File: src/rtl/gcc_pkg.sv
// Shared types and width helpers for the weighted-centroid calculator.
//   gcc_state_e : top-level controller states (accumulate, divide, output)
//   calc_sumw   : width of the SX/SY/SW accumulators
//   calc_dw     : divider width and iteration count (one spare bit for the round bias)
package gcc_pkg;

  typedef enum logic [1:0] {
    ACC = 2'd0,
    DIV = 2'd1,
    OUT = 2'd2
  } gcc_state_e;

  function automatic int calc_sumw(input int xw, input int ww, input int npts);
    return xw + ww + $clog2(npts);
  endfunction

  function automatic int calc_dw(input int xw, input int ww, input int npts);
    return calc_sumw(xw, ww, npts) + 1;
  endfunction

endpackage

File: src/rtl/gcc_seqdiv.sv
// Sequential restoring divider, one quotient bit per clock, DW clocks per divide.
// Ports:
//   clk_i      clock
//   rst_ni     synchronous reset, active-low
//   start_i    load dividend/divisor and begin (ignored only by reset)
//   dividend_i DW-bit unsigned dividend
//   divisor_i  DW-bit unsigned divisor
//   busy_o     an iteration is pending
//   done_o     high in the cycle whose clock edge completes the last iteration
//   quot_o     low QW bits of the quotient after that edge (valid with done_o)
//   dz_o       divisor of the running divide is zero; quot_o is then forced to 0
module gcc_seqdiv #(
  parameter int DW = 15,
  parameter int QW = 8
) (
  input  logic          clk_i,
  input  logic          rst_ni,
  input  logic          start_i,
  input  logic [DW-1:0] dividend_i,
  input  logic [DW-1:0] divisor_i,
  output logic          busy_o,
  output logic          done_o,
  output logic [QW-1:0] quot_o,
  output logic          dz_o
);

  localparam int CW = (DW > 1) ? $clog2(DW) : 1;

  logic [DW-1:0] rem_q, rem_d;
  logic [DW-1:0] quo_q, quo_d;   // shifts dividend bits out at the top, quotient bits in
  logic [DW-1:0] dvs_q;
  logic [CW-1:0] cnt_q;
  logic          busy_q;
  logic          dz_q;

  logic [DW:0]   rem_sh;
  logic [DW-1:0] diff;
  logic          ge;

  always_comb begin
    rem_sh = {rem_q, quo_q[DW-1]};
    ge     = (rem_sh >= {1'b0, dvs_q});
    // Only used when ge, so the result always fits in DW bits.
    diff   = rem_sh[DW-1:0] - dvs_q;
    rem_d  = ge ? diff : rem_sh[DW-1:0];
    quo_d  = {quo_q[DW-2:0], ge};
  end

  assign busy_o = busy_q;
  assign dz_o   = dz_q;
  assign done_o = busy_q && (cnt_q == CW'(DW - 1));
  // Quotient as it will be after the current edge, so the caller can register it
  // on the very edge that finishes the divide.
  assign quot_o = dz_q ? '0 : quo_d[QW-1:0];

  always_ff @(posedge clk_i) begin
    if (!rst_ni) begin
      rem_q  <= '0;
      quo_q  <= '0;
      dvs_q  <= '0;
      cnt_q  <= '0;
      busy_q <= 1'b0;
      dz_q   <= 1'b0;
    end else if (start_i) begin
      rem_q  <= '0;
      quo_q  <= dividend_i;
      dvs_q  <= divisor_i;
      cnt_q  <= '0;
      busy_q <= 1'b1;
      dz_q   <= (divisor_i == '0);
    end else if (busy_q) begin
      rem_q <= rem_d;
      quo_q <= quo_d;
      cnt_q <= cnt_q + CW'(1);
      if (done_o) begin
        busy_q <= 1'b0;
      end
    end
  end

endmodule

File: src/rtl/gcc_wcentroid.sv
// Weighted centroid of every NPTS accepted points: Xc=SX/SW, Yc=SY/SW.
// Ports:
//   CLK       clock
//   RESET_    synchronous reset, active-low, overrides everything
//   IN_VALID  Xi/Yi/Wi carry a point this cycle
//   IN_RDY    point accepted this cycle if IN_VALID (only while accumulating)
//   Xi, Yi    unsigned point coordinates (XW bits)
//   Wi        unsigned point weight (WW bits, 0 allowed)
//   Xc, Yc    registered centroid, held until the next result
//   ZW        total weight of the group behind Xc/Yc was zero
//   READY_    active-low one-cycle result strobe
module gcc_wcentroid
  import gcc_pkg::*;
#(
  parameter int XW    = 8,
  parameter int WW    = 4,
  parameter int NPTS  = 3,
  parameter int ROUND = 0
) (
  input  logic          CLK,
  input  logic          RESET_,
  input  logic          IN_VALID,
  output logic          IN_RDY,
  input  logic [XW-1:0] Xi,
  input  logic [XW-1:0] Yi,
  input  logic [WW-1:0] Wi,
  output logic [XW-1:0] Xc,
  output logic [XW-1:0] Yc,
  output logic          ZW,
  output logic          READY_
);

  localparam int SUMW = calc_sumw(XW, WW, NPTS);
  localparam int DW   = calc_dw(XW, WW, NPTS);
  localparam int CNTW = $clog2(NPTS);

  gcc_state_e state_q, state_d;

  logic [CNTW-1:0]  cnt_q;
  logic [SUMW-1:0]  sx_q, sy_q, sw_q;
  logic [XW-1:0]    xc_q, yc_q;
  logic             zw_q;

  logic             accept, last_pt;
  logic [XW+WW-1:0] prod_x, prod_y;
  logic [SUMW-1:0]  sx_new, sy_new, sw_new, bias;
  logic [DW-1:0]    x_dividend, y_dividend, divisor;

  logic             x_busy, y_busy, x_done, y_done, x_dz, y_dz;
  logic [XW-1:0]    x_quot, y_quot;

  assign accept  = (state_q == ACC) && IN_VALID;
  assign last_pt = accept && (cnt_q == CNTW'(NPTS - 1));

  // Sums including the point presented this cycle; they feed both the
  // accumulators and, on the last point, the dividers directly.
  always_comb begin
    prod_x     = Xi * Wi;
    prod_y     = Yi * Wi;
    sx_new     = sx_q + SUMW'(prod_x);
    sy_new     = sy_q + SUMW'(prod_y);
    sw_new     = sw_q + SUMW'(Wi);
    // Adding floor(SW/2) before a floor divide gives round-half-up.
    bias       = (ROUND != 0) ? (sw_new >> 1) : '0;
    x_dividend = DW'(sx_new) + DW'(bias);
    y_dividend = DW'(sy_new) + DW'(bias);
    divisor    = DW'(sw_new);
  end

  gcc_seqdiv #(.DW(DW), .QW(XW)) u_div_x (
    .clk_i      (CLK),
    .rst_ni     (RESET_),
    .start_i    (last_pt),
    .dividend_i (x_dividend),
    .divisor_i  (divisor),
    .busy_o     (x_busy),
    .done_o     (x_done),
    .quot_o     (x_quot),
    .dz_o       (x_dz)
  );

  gcc_seqdiv #(.DW(DW), .QW(XW)) u_div_y (
    .clk_i      (CLK),
    .rst_ni     (RESET_),
    .start_i    (last_pt),
    .dividend_i (y_dividend),
    .divisor_i  (divisor),
    .busy_o     (y_busy),
    .done_o     (y_done),
    .quot_o     (y_quot),
    .dz_o       (y_dz)
  );

  // State register
  always_ff @(posedge CLK) begin
    if (!RESET_) begin
      state_q <= ACC;
    end else begin
      state_q <= state_d;
    end
  end

  // Next-state logic
  always_comb begin
    state_d = state_q;
    unique case (state_q)
      ACC: if (last_pt) state_d = DIV;
      DIV: begin
        if (x_done && y_done) begin
          state_d = OUT;
        end else if (!x_busy || !y_busy) begin
          // Dividers idle while waiting on them: recover rather than hang.
          state_d = ACC;
        end
      end
      OUT:     state_d = ACC;
      default: state_d = ACC;
    endcase
  end

  // Outputs
  always_comb begin
    IN_RDY = (state_q == ACC);
    READY_ = (state_q != OUT);
    Xc     = xc_q;
    Yc     = yc_q;
    ZW     = zw_q;
  end

  // Accumulators, point counter and result registers
  always_ff @(posedge CLK) begin
    if (!RESET_) begin
      cnt_q <= '0;
      sx_q  <= '0;
      sy_q  <= '0;
      sw_q  <= '0;
      xc_q  <= '0;
      yc_q  <= '0;
      zw_q  <= 1'b0;
    end else begin
      if (accept) begin
        if (last_pt) begin
          // Dividers hold their own copy; start the next group clean.
          cnt_q <= '0;
          sx_q  <= '0;
          sy_q  <= '0;
          sw_q  <= '0;
        end else begin
          cnt_q <= cnt_q + CNTW'(1);
          sx_q  <= sx_new;
          sy_q  <= sy_new;
          sw_q  <= sw_new;
        end
      end
      if ((state_q == DIV) && x_done && y_done) begin
        xc_q <= x_quot;
        yc_q <= y_quot;
        // Both dividers share the divisor, so their flags agree.
        zw_q <= x_dz | y_dz;
      end
    end
  end

endmodule

File: config.mk
export PLATFORM = sky130hd
export DESIGN_NAME = gcc_wcentroid
export DESIGN_NICKNAME = d
export VERILOG_FILES = /design/src/rtl/gcc_pkg.sv /design/src/rtl/gcc_seqdiv.sv /design/src/rtl/gcc_wcentroid.sv
export SDC_FILE = /design/constraint.sdc
export NUM_CORES = 1
export LEC_CHECK = 0
export ABC_CLOCK_PERIOD_IN_PS = 4500
export BUFFER_PORTS_ARGS = -buffer_cell sky130_fd_sc_hd__buf_2
export CORE_MARGIN = 4
export CORE_UTILIZATION = 45
export CTS_CLUSTER_DIAMETER = 120
export DETAILED_ROUTE_END_ITERATION = 7
export PLACE_DENSITY_LB_ADDON = 0.08
export SYNTH_ARGS = -nofsm -noshare
export SYNTH_HDL_FRONTEND = slang
export SYNTH_HIERARCHICAL = 1
export SYNTH_SLANG_ARGS = --single-unit
File: constraint.sdc
create_clock -name CLK -period 4.5 [get_ports CLK]
set_clock_uncertainty 0.15 [all_clocks]
set_input_delay 0.45 -clock CLK [delete_from_list [all_inputs] [get_ports CLK]]
set_output_delay 0.45 -clock CLK [all_outputs]
set_load 0.02 [all_outputs]
== After elaboration in Yosys (flattened, before gate mapping) ==
Index checks and enable logic that the tools add are counted.
Cells by class
  add/subtract/negate cells: 8
  multiply operators: 2
  $lt $le $gt $ge: 2
  equality and inequality tests: 7
  multiplexer cells: 22
  bitwise gates (word level): 1
  reductions and logical operators: 16
Operator list (number)
  $mux 14: 7
  $ge 16x14->1: 2
  $mux 15: 2
  $sub 15x14->15: 2
  $add 14x12->14: 2
  $mul 8x4->12: 2
  $mux 8: 2
  $logic_not 15->1: 1
  $add 14x4->14: 1
  $add 4x1->4 const B: 2
  $eq 4x4->1 const B: 2
  $mux 2: 4
  $logic_and 1x1->1: 7
  $mux 1: 6
  $pmux 2 s2: 1
  $reduce_bool 2->1: 2
  $ne 3x3->1 const B: 1
  $add 2x1->2 const B: 1
  $eq 2x1->1 const B: 1
  $eq 2x2->1 const B: 1
  $logic_not 1->1: 2
  $logic_not 2->1: 1
  $ne 2x1->1 const B: 1
  $ne 2x2->1 const B: 1
  4 further kinds: 4
Word-level totals
  flip-flop bits (word level): 148
  input port bits: 23
  output and inout port bits: 19
  logic and storage cells: 78

== Depth between registers and ports, before layout ==
  word-level depth: 5
  mapped depth: 18
  mapped depth without buffers: 17

== By module ==
Netlist, hierarchy kept.
Modules (own cells, without submodules)
  gcc_wcentroid: instances 1, cells each 671, area an instance 5614.1 um2, sequential area each 1261.2 um2
  gcc_seqdiv at u_div_y: instances 1, cells each 367, area an instance 3125.5 um2, sequential area each 1021.0 um2
  gcc_seqdiv at u_div_x: instances 1, cells each 367, area an instance 3114.2 um2, sequential area each 1021.0 um2

== Worst setup path after synthesis ==
Ideal clock, no wire load.
  kind: input-to-reg
  start: input port Wi[2]
  end: register u_div_y.quo_q[11]
  library setup time: 115 ps
  arrival: 4027 ps
  required time: 4235 ps
  setup slack: 209 ps
  cell stages on the path: 17
  buffers on the path: 1
  cell sequence: clkbuf_1 -> and2_1 -> fa_1 -> fa_1 -> inv_1 -> fa_1 -> inv_1 -> ha_1 -> a21oi_1 -> o211a_1 -> nor2_1 -> a311o_1 -> mux2i_1 -> nand3_1 -> nand2_1 -> o21ai_0 -> and2_1
On the way
  cells in the longest elaborated chain, start to end: 3
Ends and longest elaborated chain
  start, declared: RTL line gcc_wcentroid.sv:26  | input logic [WW-1:0] Wi,
  $mul 8x4->12: RTL line gcc_wcentroid.sv:59  | prod_y = Yi * Wi;
  $add 14x12->14: RTL line gcc_wcentroid.sv:61  | sy_new = sy_q + SUMW'(prod_y);
  named net sy_new[11]: RTL line gcc_wcentroid.sv:46  | logic [SUMW-1:0] sx_new, sy_new, sw_new, bias;
  $mux 14: RTL line gcc_seqdiv.sv:64  | end else if (start_i) begin
  end signal, assigned: RTL line gcc_seqdiv.sv:66  | quo_q <= dividend_i;
  end signal, assigned: RTL line gcc_seqdiv.sv:73  | quo_q <= quo_d;
  end, declared: RTL line gcc_seqdiv.sv:30  | logic [DW-1:0] quo_q, quo_d;
The timed path passes the listed nets, and every way through them passes these cells.
A chain may end at the register's enable or synchronous reset.

== Worst setup path after layout ==
  start: input port Wi[3]
  end: register u_div_y.quo_q[11]
The elaborated chain is that of the path after synthesis.

==> metrics <==
Synth warnings 6; Num CTS Buffers 17; CP Capture Type register; Area growth syn-to-layout 8.83%; worst-case register-to-register setup slack 1.34 ns; Final Max Slew Viols 0; fmax 250 MHz; peak supply drop 0.229 mV; DRT antenna net count 0; critical path type input pin to register; syn_area_per_cell 8.44 µm²; Final Cell Area 12,900 µm²; Die X 170 µm; Core Rows 59; Syn Inst Count 1,405; status finished clean; CTS tree done; PwrDens 397 nW/µm²; Worst Reg-to-Reg Cells 13; min cycle time layout 4.00 ns; CTS resizes 0; element type at the critical path start input pin; Worst Min Path Start Xc[6]; DRC 0; antenna violations before repair 0; CTS max path bufs 2; share of post-route cells with drive strength above 1 8.11%; Main synth FF type dfxtp_1; Crit Reg-Reg Endpoint u_div_y/quo_q[11]; Post-CTS Setup Bufs 0; IO buf count 41; CTS root buf clkbuf_16; slew margin rel. 28.4%; register area share after synthesis 27.9%; Final period util 88.8%; Iter 0 DRT Violations 497; RSZ-0062 raised after global routing no; DP Wirelength 20,000 µm; worst min path class register to register; hold depth 2; setup TNS 0 ns; Post-synth EDFFs 0; CTS Hold Bufs 0; fill count 2,583; pin slew with the least headroom to its limit 1.05 ns; clock slew at reported path FFs 0.07 ns; # diodes 0; largest net degree at the start of global routing 64; WP data required 4.68 ns; power consumption 5.12 mW; Final Net Count 1,569; vias in the first global route 9,233; Synth Cell Area 11,900 µm²; Die Height 170 µm; Core ar. 26,000 µm²; post-DR vias/cell 5.32; CP max FO 9; Reg area 3310 µm²; Total GRT Usage 19.3%; Worst Path Arrival 4.18 ns; io pins 42; drt pass-1 iters 5; gr ovfl total 0; Routed WL 27,600 µm; later-pin clock latency in the skew report 0.43 ns; Max Cap Violations 0; library cells used by synthesis 87; RR Startpoint sy_q[2]; CTS Sinks 165; first-pass GRT wire length 46,000 µm; gpl congestion 0.864; Fin. Hold Viols 0; Initial Util 45.6%; area post-placement 12,300 µm²; # H-tree levels 4; P_leak 5.36 nW; Final setup viols 0; WL per Instance 15.6 µm; area of the multi-input gates 7680 µm²; flip-flop and latch count after synthesis 165; Die ar. 29,000 µm²; ys async rst share 0%; vias 9,388; Hold EP Xc[6]
[Yosys cell counts, types with 5 or more instances]
cell type,number,area [µm²]
dfxtp_1,165,3300
clkbuf_8,6,82.6
nand2_1,140,526
a21oi_1,53,265
o21a_1,11,82.6
a21boi_0,24,180
nor2b_1,72,450
nand2b_1,8,50.1
o21ai_1,11,55.1
clkbuf_1,42,158
a22o_1,8,70.1
buf_1,5,18.8
a31oi_1,21,131
nor3_1,12,60.1
a21o_1,17,128
ha_1,83,1040
a32oi_1,9,78.8
or4_1,5,37.5
xor2_1,27,236
fa_1,45,901
xnor2_1,28,245
and3_1,18,113
buf_2,9,45.0
mux2i_1,59,591
or3_1,7,43.8
inv_1,135,507
a211oi_1,11,82.6
nand4_1,15,93.8
nand3_1,29,145
o31ai_1,7,52.6
buf_6,7,78.8
nor2_1,52,195
a22oi_1,9,67.6
nor4_1,5,31.3
and2_1,88,551
o21ai_0,78,390
o21bai_1,6,45.0
[area by class of cell]
type                            instances  share of cell area (%)
Timing Repair Buffer                   58                    2.70
Inverter                              136                    3.96
Sequential cell                       165                    25.6
Tap cell                              335                    3.25
Multi-Input combinational cell       1040                    59.6
Clock buffer                           20                    3.62
Clock inverter                         12                    1.30
[metrics by stage]
| stage | utilization (%) | cells | hold WS (ns) | worst slack (ns) |
|---|---|---|---|---|
| global placement | 47.2 | 1734 | 0.300 | 0.0902 |
| CTS | 49.6 | 1766 | 0.315 | 0.518 |
| detailed placement | 47.2 | 1734 | 0.305 | 0.0576 |
| finish | 49.6 | 1766 | 0.309 | 0.505 |
| global route | 49.6 | 1766 | 0.330 | 0.213 |
| floorplan | - | 1410 | 0.291 | 0.209 |
[critical path, stage by stage]
cell	delay, ns
buf_2	0.14
and2_1	0.16
fa_1	0.50
fa_1	0.55
inv_1	0.05
fa_1	0.50
inv_1	0.04
ha_1	0.31
a21oi_1	0.20
o211a_1	0.20
nor2_1	0.08
a311o_1	0.38
mux2i_1	0.19
nand3_1	0.10
nand2_1	0.07
o21ai_0	0.07
and2_1	0.18
[cell usage in the layout, fill, tap and decap left out, types with 15 or more instances in the layout]
cell type and instances:
fa_1 45, and2_1 88, o21ai_0 78, buf_4 17, nand2_1 140, clkbuf_16 17, xnor2_1 28, mux2i_1 59
nor2_1 51, inv_1 135, a31oi_1 21, nand4_1 15, ha_1 83, buf_2 40, xor2_1 27, a21o_1 17
dfxtp_1 163, a21oi_1 53, a21boi_0 24, nand3_1 29, nor2b_1 72, and3_1 18
[power breakdown]
part	internal, mW	switching, mW
clock network	0.930	0.657
registers	1.56	0.0567
logic	0.771	1.14
[cells by family after synthesis]
| kind of cell | Yosys count | synth area share, % |
|---|---|---|
| mux | 60 | 5.08 |
| simple gates | 479 | 21.4 |
| fa+ha+maj | 128 | 16.4 |
| buf+inv | 205 | 7.54 |
| xor+xnor | 55 | 4.06 |
| compound gates | 312 | 17.6 |
| flops | 165 | 27.9 |
| other cells | 1 | 0.0316 |
[routing by layer]
| metal | GRT usage (%) | share of wire (%) | up-vias |
|---|---|---|---|
| met5 | 0 | 0 | - |
| met4 | 4.65 | 1.4 | 0 |
| met3 | 2.79 | 2.6 | 25 |
| met2 | 32.9 | 47 | 124 |
| met1 | 25.9 | 49 | 4417 |
| li1 | - | - | 4822 |
[sequential cells by signal, summed over array words and instances, names as in the netlist]
register / flops
state_q: 2
u_div_x/dvs_q: 15
u_div_x/dz_o: 1
ZW: 1
Yc: 8
sx_q: 14
sy_q: 14
Xc: 8
u_div_x/cnt_q: 4
u_div_x/rem_q: 15
sw_q: 14
u_div_y/rem_q: 15
u_div_x/busy_o: 1
u_div_y/quo_q: 15
cnt_q: 2
u_div_y/dz_o: 1
u_div_y/cnt_q: 4
u_div_y/dvs_q: 15
u_div_x/quo_q: 15
u_div_y/busy_o: 1
[worst max-delay path by stage]
stage               slack, ns  startpoint           endpoint  depth (start not counted)
floorplan                0.21       Wi[2]  u_div_y/quo_q[11]                         17
global placement         0.09       Wi[3]  u_div_y/quo_q[11]                         17
detailed placement       0.06       Wi[3]  u_div_y/quo_q[11]                         17
CTS                      0.52       Wi[3]  u_div_y/quo_q[11]                         17
global route             0.21       Wi[3]  u_div_y/quo_q[11]                         17
finish                   0.50       Wi[3]  u_div_y/quo_q[11]                         17
(Power assumes the default switching activity.)
